--- src/rtl/demux12_32_steer.sv ---
// Buffered 1-to-2 steering demux: in-order FIFO whose head is routed to channel 0 or 1.
// Optional per-channel transfer counters are enabled with DEMUX12_STATS_EN.
module demux12_32_steer #(
   parameter int unsigned WIDTH = 32,
   parameter int unsigned DEPTH = 2
) (
   input  logic                             clk,
   input  logic                             reset,
   input  logic                             in_valid,
   output logic                             in_ready,
   input  logic [WIDTH-1:0]                 in_data,
   input  logic                             in_select,
   output logic                             out0_valid,
   input  logic                             out0_ready,
   output logic [WIDTH-1:0]                 out0_data,
   output logic                             out1_valid,
   input  logic                             out1_ready,
   output logic [WIDTH-1:0]                 out1_data,
   output logic [$clog2(DEPTH+1)-1:0]       level
`ifdef DEMUX12_STATS_EN
   ,
   output logic [15:0]                      xfer0_cnt,
   output logic [15:0]                      xfer1_cnt
`endif
);

   localparam int unsigned PTR_W = $clog2(DEPTH);
   localparam int unsigned CNT_W = $clog2(DEPTH + 1);

   logic [WIDTH-1:0] mem_data [DEPTH];
   logic             mem_sel  [DEPTH];
   logic [PTR_W-1:0] rd_ptr, wr_ptr;
   logic [CNT_W-1:0] count;
   logic [WIDTH-1:0] head_data;

   logic             push_c, pop_c;
   logic [PTR_W-1:0] rd_ptr_nxt_c, wr_ptr_nxt_c;
   logic [CNT_W-1:0] count_nxt_c, remain_c;
   logic [WIDTH-1:0] head_data_nxt_c;
   logic             head_sel_nxt_c;
   logic             out0_valid_nxt_c, out1_valid_nxt_c, in_ready_nxt_c;

   // Next-state: pointers, occupancy and the head word presented after this edge.
   always_comb begin
      push_c          = in_valid & in_ready;
      pop_c           = (out0_valid & out0_ready) | (out1_valid & out1_ready);
      rd_ptr_nxt_c    = rd_ptr + PTR_W'(pop_c);
      wr_ptr_nxt_c    = wr_ptr + PTR_W'(push_c);
      count_nxt_c     = count;
      head_data_nxt_c = head_data;
      head_sel_nxt_c  = 1'b0;

      case ({push_c, pop_c})
         2'b10:   count_nxt_c = count + CNT_W'(1);
         2'b01:   count_nxt_c = count - CNT_W'(1);
         default: count_nxt_c = count;
      endcase

      // Entries already stored that survive this edge; if none, a new push becomes the head.
      remain_c = count - CNT_W'(pop_c);
      if (remain_c != CNT_W'(0)) begin
         head_data_nxt_c = mem_data[rd_ptr_nxt_c];
         head_sel_nxt_c  = mem_sel[rd_ptr_nxt_c];
      end else if (push_c) begin
         head_data_nxt_c = in_data;
         head_sel_nxt_c  = in_select;
      end

      out0_valid_nxt_c = (count_nxt_c != CNT_W'(0)) & ~head_sel_nxt_c;
      out1_valid_nxt_c = (count_nxt_c != CNT_W'(0)) &  head_sel_nxt_c;
      in_ready_nxt_c   = (count_nxt_c != CNT_W'(DEPTH));
   end

   always_ff @(posedge clk) begin
      if (reset) begin
         for (int i = 0; i < int'(DEPTH); i++) begin
            mem_data[i] <= '0;
            mem_sel[i]  <= 1'b0;
         end
         rd_ptr     <= '0;
         wr_ptr     <= '0;
         count      <= '0;
         head_data  <= '0;
         out0_valid <= 1'b0;
         out1_valid <= 1'b0;
         in_ready   <= 1'b1;
      end else begin
         if (push_c) begin
            mem_data[wr_ptr] <= in_data;
            mem_sel[wr_ptr]  <= in_select;
         end
         rd_ptr     <= rd_ptr_nxt_c;
         wr_ptr     <= wr_ptr_nxt_c;
         count      <= count_nxt_c;
         head_data  <= head_data_nxt_c;
         out0_valid <= out0_valid_nxt_c;
         out1_valid <= out1_valid_nxt_c;
         in_ready   <= in_ready_nxt_c;
      end
   end

   assign out0_data = head_data;
   assign out1_data = head_data;
   assign level     = count;

`ifdef DEMUX12_STATS_EN
   // Saturating count of completed pops per channel.
   always_ff @(posedge clk) begin
      if (reset) begin
         xfer0_cnt <= '0;
         xfer1_cnt <= '0;
      end else begin
         if (out0_valid && out0_ready && (xfer0_cnt != 16'hFFFF))
            xfer0_cnt <= xfer0_cnt + 16'd1;
         if (out1_valid && out1_ready && (xfer1_cnt != 16'hFFFF))
            xfer1_cnt <= xfer1_cnt + 16'd1;
      end
   end
`endif

endmodule

--- config.mk ---
export PLATFORM = sky130hd
export DESIGN_NAME = demux12_32_steer
export DESIGN_NICKNAME = d
export VERILOG_FILES = /design/src/rtl/demux12_32_steer.sv
export SDC_FILE = /design/constraint.sdc
export NUM_CORES = 1
export LEC_CHECK = 0
export ABC_AREA = 1
export CAP_MARGIN = 20
export CORE_ASPECT_RATIO = 1.75
export CORE_MARGIN = 5
export CORE_UTILIZATION = 35
export CTS_CLUSTER_SIZE = 14
export DETAILED_ROUTE_END_ITERATION = 16
export SETUP_SLACK_MARGIN = 0.02
export SYNTH_ARGS = -nofsm -noshare
export SYNTH_HDL_FRONTEND = slang
export SYNTH_SLANG_ARGS = --single-unit
--- constraint.sdc ---
create_clock -name clk -period 2.2 [get_ports clk]
set_input_delay 0.33 -clock clk [delete_from_list [all_inputs] [get_ports clk]]
set_output_delay 0.33 -clock clk [all_outputs]
set_load 0.005 [all_outputs]
; ---- Word level (Yosys, flattened, before mapping)
; Memory sizes are Yosys's and may differ from the RTL's.
; Index checks and enable logic that the tools add are counted.
; W data, S select, Z words.
[word_totals]
ff_bits = 39
ram_bits = 66
in_bits = 38
out_inout_bits = 69
wordCells = 45
n_memories = 2
[classes]
addsub = 5
n_eq_ne = 3
n_mux = 16
bitwise = 7
reduce_logical = 5
[memory_table]
columns = name, words, width, rd, rd_ports_with_merged_regs, wr, line
row1 = mem_data, 2, 32, 1, 0, 2, 30  ; logic [WIDTH-1:0] mem_data [DEPTH];
row2 = mem_sel, 2, 1, 1, 0, 2, 31  ; logic mem_sel [DEPTH];
[ops]
columns = cell, n
row1 = $mux W32, 3
row2 = $reduce_or A32 Y1, 1
row3 = $mux W1, 12
row4 = $reduce_bool A2 Y1, 3
row5 = $and A1 B1 Y1, 5
row6 = $pmux W2 S2, 1
row7 = $add A1 B1 Y1, 2
row8 = $add A2 B1 Y2 const B, 1
row9 = $eq A2 B1 Y1 const B, 1
row10 = $eq A2 B2 Y1 const B, 1
row11 = $ne A2 B2 Y1 const B, 1
row12 = $sub A2 B1 Y2, 1
row13 = $sub A2 B1 Y2 const B, 1
row14 = $not A1 Y1, 1
row15 = $or A1 B1 Y1, 1
row16 = $reduce_or A1 Y1, 1

; ---- Longest topological paths before layout
; Gate-level depths: netlist of the first run.
[depth]
ltp_word = 7
ltp_mapped = 11
depth_no_buf = 11

; ---- Worst setup path before layout of the first run
; Ideal clock, no wire load.
[synth_path]
path_kind = input -> register
start = input port in_valid
end = memory mem_data[1][0], enable pin
setup_ns = 0.485
arrival_ns = 1.695
required_ns = 1.715
path_slack_ns = 0.020
cell_stages = 5
path_buffers = 1
cell_sequence = nand2_1 > inv_1 > nand3_1 > clkbuf_1 > nand2_1
[synth_rtl]
columns = element, line
row1 = "start, declared", 9  ; input logic in_valid,
row2 = "end, declared", 30

; ---- Worst setup path after layout of the first run
[layout_path]
start = input port out0_ready
end = register head_data[13], in the netlist out0_data[13]
[layout_between]
elab_chain_len = 5
elab_cells_between_ends = 8
cone_classes = add/sub (2) / mux (1) / bitwise (2) / reduce/logical (2) / memory (1)
[layout_rtl]
columns = element, line
row1 = "start, declared", 14  ; input logic out0_ready,
row2 = $and A1 B1 Y1 *, 46  ; pop_c = (out0_valid & out0_ready) | (out1_valid & out1_ready);
row3 = $or A1 B1 Y1 *, 46
row4 = $sub A2 B1 Y2 / $add A1 B1 Y1 (equally long branches), "60, 47"
row5 = $reduce_bool A2 Y1 / $mem_v2 Z2 W32 (equally long branches), n/a
row6 = $mux W32 / $reduce_bool A2 Y1 (equally long branches), n/a
row7 = "end signal, assigned", 95  ; head_data <= head_data_nxt_c;
row8 = "end, declared", 34  ; logic [WIDTH-1:0] head_data;
; Every way passes the cells marked *; elsewhere a longest branch is shown, timed or not.
; A chain may end at the register's enable or synchronous reset.

==> summary.txt, run 1 <==
Status
  • Status: finished, final reports clean

Floorplanning
  • Die width: 103 µm
  • Initial Utilization: 35.4%
  • Rows: 59
  • I/O pin cnt: 107
  • Die Y-Extent: 172 µm
  • Die ar.: 17700 µm²
  • Area of the core: 14800 µm²

Global routing
  • Vias in the first global route: 4412
  • Remaining global-route overflow: 0
  • Global-route wire length before repair: 22.0 mm
  • Met1 Use GR: 18.0%
  • M2 GR Usage: 30.0%
  • Antenna violations before repair: 0
  • Pin count of the biggest net entering global routing: 35
  • GR Util met3: 2.30%
  • Busiest layer in global routing: met2
  • Total GRT Usage: 16.1%

Logic synthesis
  • Syn Nets: 702
  • Largest cells by area after synthesis: edfxtp_1 38%, dfxtp_1 15%, nand3_1 14%, inv_1 10%, nand2_1 7.2%
  • Synth Warn #: 0
  • Post-synth top area share: 37.7%
  • Syn Area/Cell: 7.92 µm²
  • Synthesis-stage register bit count: 105
  • Syn Std Cell Area: 5250 µm²
  • Post-synth top area cell: edfxtp_1
  • Mapped Cells: 663
  • Post-synthesis sequential area ratio: 52.6%
  • Unique masters post-synth: 22

Drt
  • Residual DRC count: 0
  • Iteration-0 DRC count of the detailed router: 262
  • Vias per cell: 4.79
  • Pre-Repair DR Iteration Count: 5
  • Total routed wirelength: 13.7 mm
  • Post-route ant nets: 0
  • Routed via count: 4407
  • Wire length per cell: 14.9 µm

Critical path
  • Family with the most delay on the worst path: simple AND/OR/NAND/NOR gates
  • Slowest cell on crit path: nor2_4
  • Crit-path max cell delay: 0.64 ns
  • Critical path class: input port to register
  • CP Cell Sequence: clkdlybuf4s50_1 -> nand2_2 -> nand3_2 -> nand2_1 -> nor2_4 -> nand3_1 -> nand3_1 -> nand2_1 -> inv_1
  • CP startpoint kind: input port
  • Worst path arrival time: 2.18 ns
  • Crit path max fanout: 32
  • Worst Setup End Kind: register
  • WP depth: 9
  • CP Data Required Time: 2.50 ns
  • Buf+Inv Stages, Crit Path: 2
  • FF-to-FF path depth: 8

Hold path
  • Worst Hold Class: register to register
  • Hold path cells: 2

Timing
  • Worst-margin pin slew: 0.832 ns
  • Clock Skew: 0.00923 ns
  • Final worst slack: 0.314 ns
  • F_max: 0.530 GHz
  • Final setup fails: 0
  • Final hold viol count: 0
  • Setup TNS Final: 0 ns
  • RSZ-0062 raised after global routing: no
  • Period utilization: 85.7%
  • Final Max Slew Viols: 0
  • Rel. slew slack: 44.4%
  • Minimum clock period: 1.89 ns
  • Hold Worst Slack: 0.522 ns

Placed design
  • HPWL Detailed: 9.24 mm
  • Port bufs: 106
  • Routability cong.: 0.740
  • Cells after DPL: 905
  • Pre-CTS setup slack: -0.0610 ns
  • Area post-placement: 6370 µm²

Clocking
  • Clock Latency Late Sink: 0.35 ns
  • Clock tree from TritonCTS: done
  • Postcts setup bufs: 0
  • H-Tree Depth: 3
  • Hold_buf cts: 0
  • Clock transition at path regs: 0.07 ns
  • Max clock buf depth: 2
  • Post-cts sizing count: 0
  • TritonCTS Buffers: 9
  • Total clock sinks: 105
  • Root Buffer: clkbuf_16

Final layout
  • Layout cells sized above 1: 6.50%
  • Antenna diode instance count: 0
  • Post-layout util: 44.9%
  • Area Growth Syn to Fin: 26.7%
  • Finished Layout Cells: 921
  • Finished Cell Area: 6660 µm²
  • Layout Nets: 772

Pwr
  • Comb power frac: 48.9%
  • Maximum VDD drop: 1.22 mV
  • Switching Share: 37.3%
  • Static leakage: 3.18 nW
  • Clock power frac: 17.6%
  • Psw: 3.27 mW
  • Sequential power share: 33.5%
  • Pwr Total: 8.75 mW
  • Power Density: 1310 nW/µm²
  • Cell-internal power: 5.48 mW

Run
  • Max cap viols: 0
==> registers in the layout (all words and copies together) (netlist names), 2 cells and up <==
signal	flops
level	2
mem_sel	2
mem_data	64
out0_data	32
==> Yosys cell counts (all sizes together) <==
| library cell | instances |
|---|---|
| a21oi | 1 |
| buf | 54 |
| clkbuf | 12 |
| dfxtp | 39 |
| edfxtp | 66 |
| ha | 1 |
| inv | 141 |
| nand2 | 105 |
| nand3 | 148 |
| nor2 | 92 |
| o21ai | 1 |
| or2 | 1 |
| xnor2 | 1 |
| xor2 | 1 |
==> path summary, 6_finish.rpt <==
check	startpoint	end	slack, ns
max reg2reg	out0_valid$_SDFF_PP0_	out0_data[13]$_SDFFE_PP0P_	0.42
max	out0_ready	out0_data[13]$_SDFFE_PP0P_	0.31
min	wr_ptr$_SDFF_PP0_	wr_ptr$_SDFF_PP0_	0.52
min reg2reg	wr_ptr$_SDFF_PP0_	wr_ptr$_SDFF_PP0_	0.52
==> logic make-up (layout without fill, tap and decap cells) <==
logic type      count (synthesis)  after routing  synth area share, %
simple gates                  346            346                 28.9
buf+inv                       207            282                 17.7
flops                         105            105                 52.6
compound gates                  2              2                0.190
xor+xnor                        2              2                0.333
fa+ha+maj                       1              1                0.238
==> area by class of cell <==
cell class	instances	area [µm²]
multi-input combinational	351	1580
sequential	105	2760
clock inverter	3	25.0
timing repair buffer	125	1270
clock buffer	13	260
fill	1488	8180
inverter	141	529
tap	183	229
==> power by group through the flow <==
stage	Sequential (mW)	Clock [mW]	Combinational, mW
6_report	2.93	1.54	4.27
5_1_grt	3.01	1.65	4.74
4_1_cts	2.95	1.58	4.33
3_5_place_dp	2.99	0	4.31
3_3_place_gp	2.97	0	4.24
2_1_floorplan	2.94	0	2.59
==> tightest hold or removal path: stages, from the launching register on <==
cell and delay, ns:
dfxtp_1 0.34, nand3_1 0.09, nand2_1 0.05
==> layout by cell type, fill, tap and decap left out, types with 2 or more instances in the layout <==
cell and n:
buf_12 5, buf_4 14, clkbuf_1 2, clkbuf_16 9
clkbuf_8 2, clkdlybuf4s50_1 106, clkinv_4 2, dfxtp_1 39
edfxtp_1 66, inv_1 140, nand2_1 99, nand2_2 6
nand3_1 143, nand3_2 4, nor2_1 90
==> routing by layer <==
layer / wire [µm] / up-vias
li1: - / 2153
met1: 5150 / 2099
met2: 7470 / 135
met3: 787 / 20
met4: 275 / 0
met5: 0 / -
No activity file was read; power rests on OpenSTA's default activity.
==> run 2: changes to the inputs <==
CTS_CLUSTER_DIAMETER = 40   (was unset)
==> results of run 2 <==
The final DEF is identical to that of run 1; final timing and power are the same.
==> run 3: changes to the inputs <==
ABC_CLOCK_PERIOD_IN_PS = 2200   (was unset)
GPL_ROUTABILITY_DRIVEN = 1   (was unset)
==> results of run 3 <==
The final DEF is identical to that of run 1; final timing and power are the same.
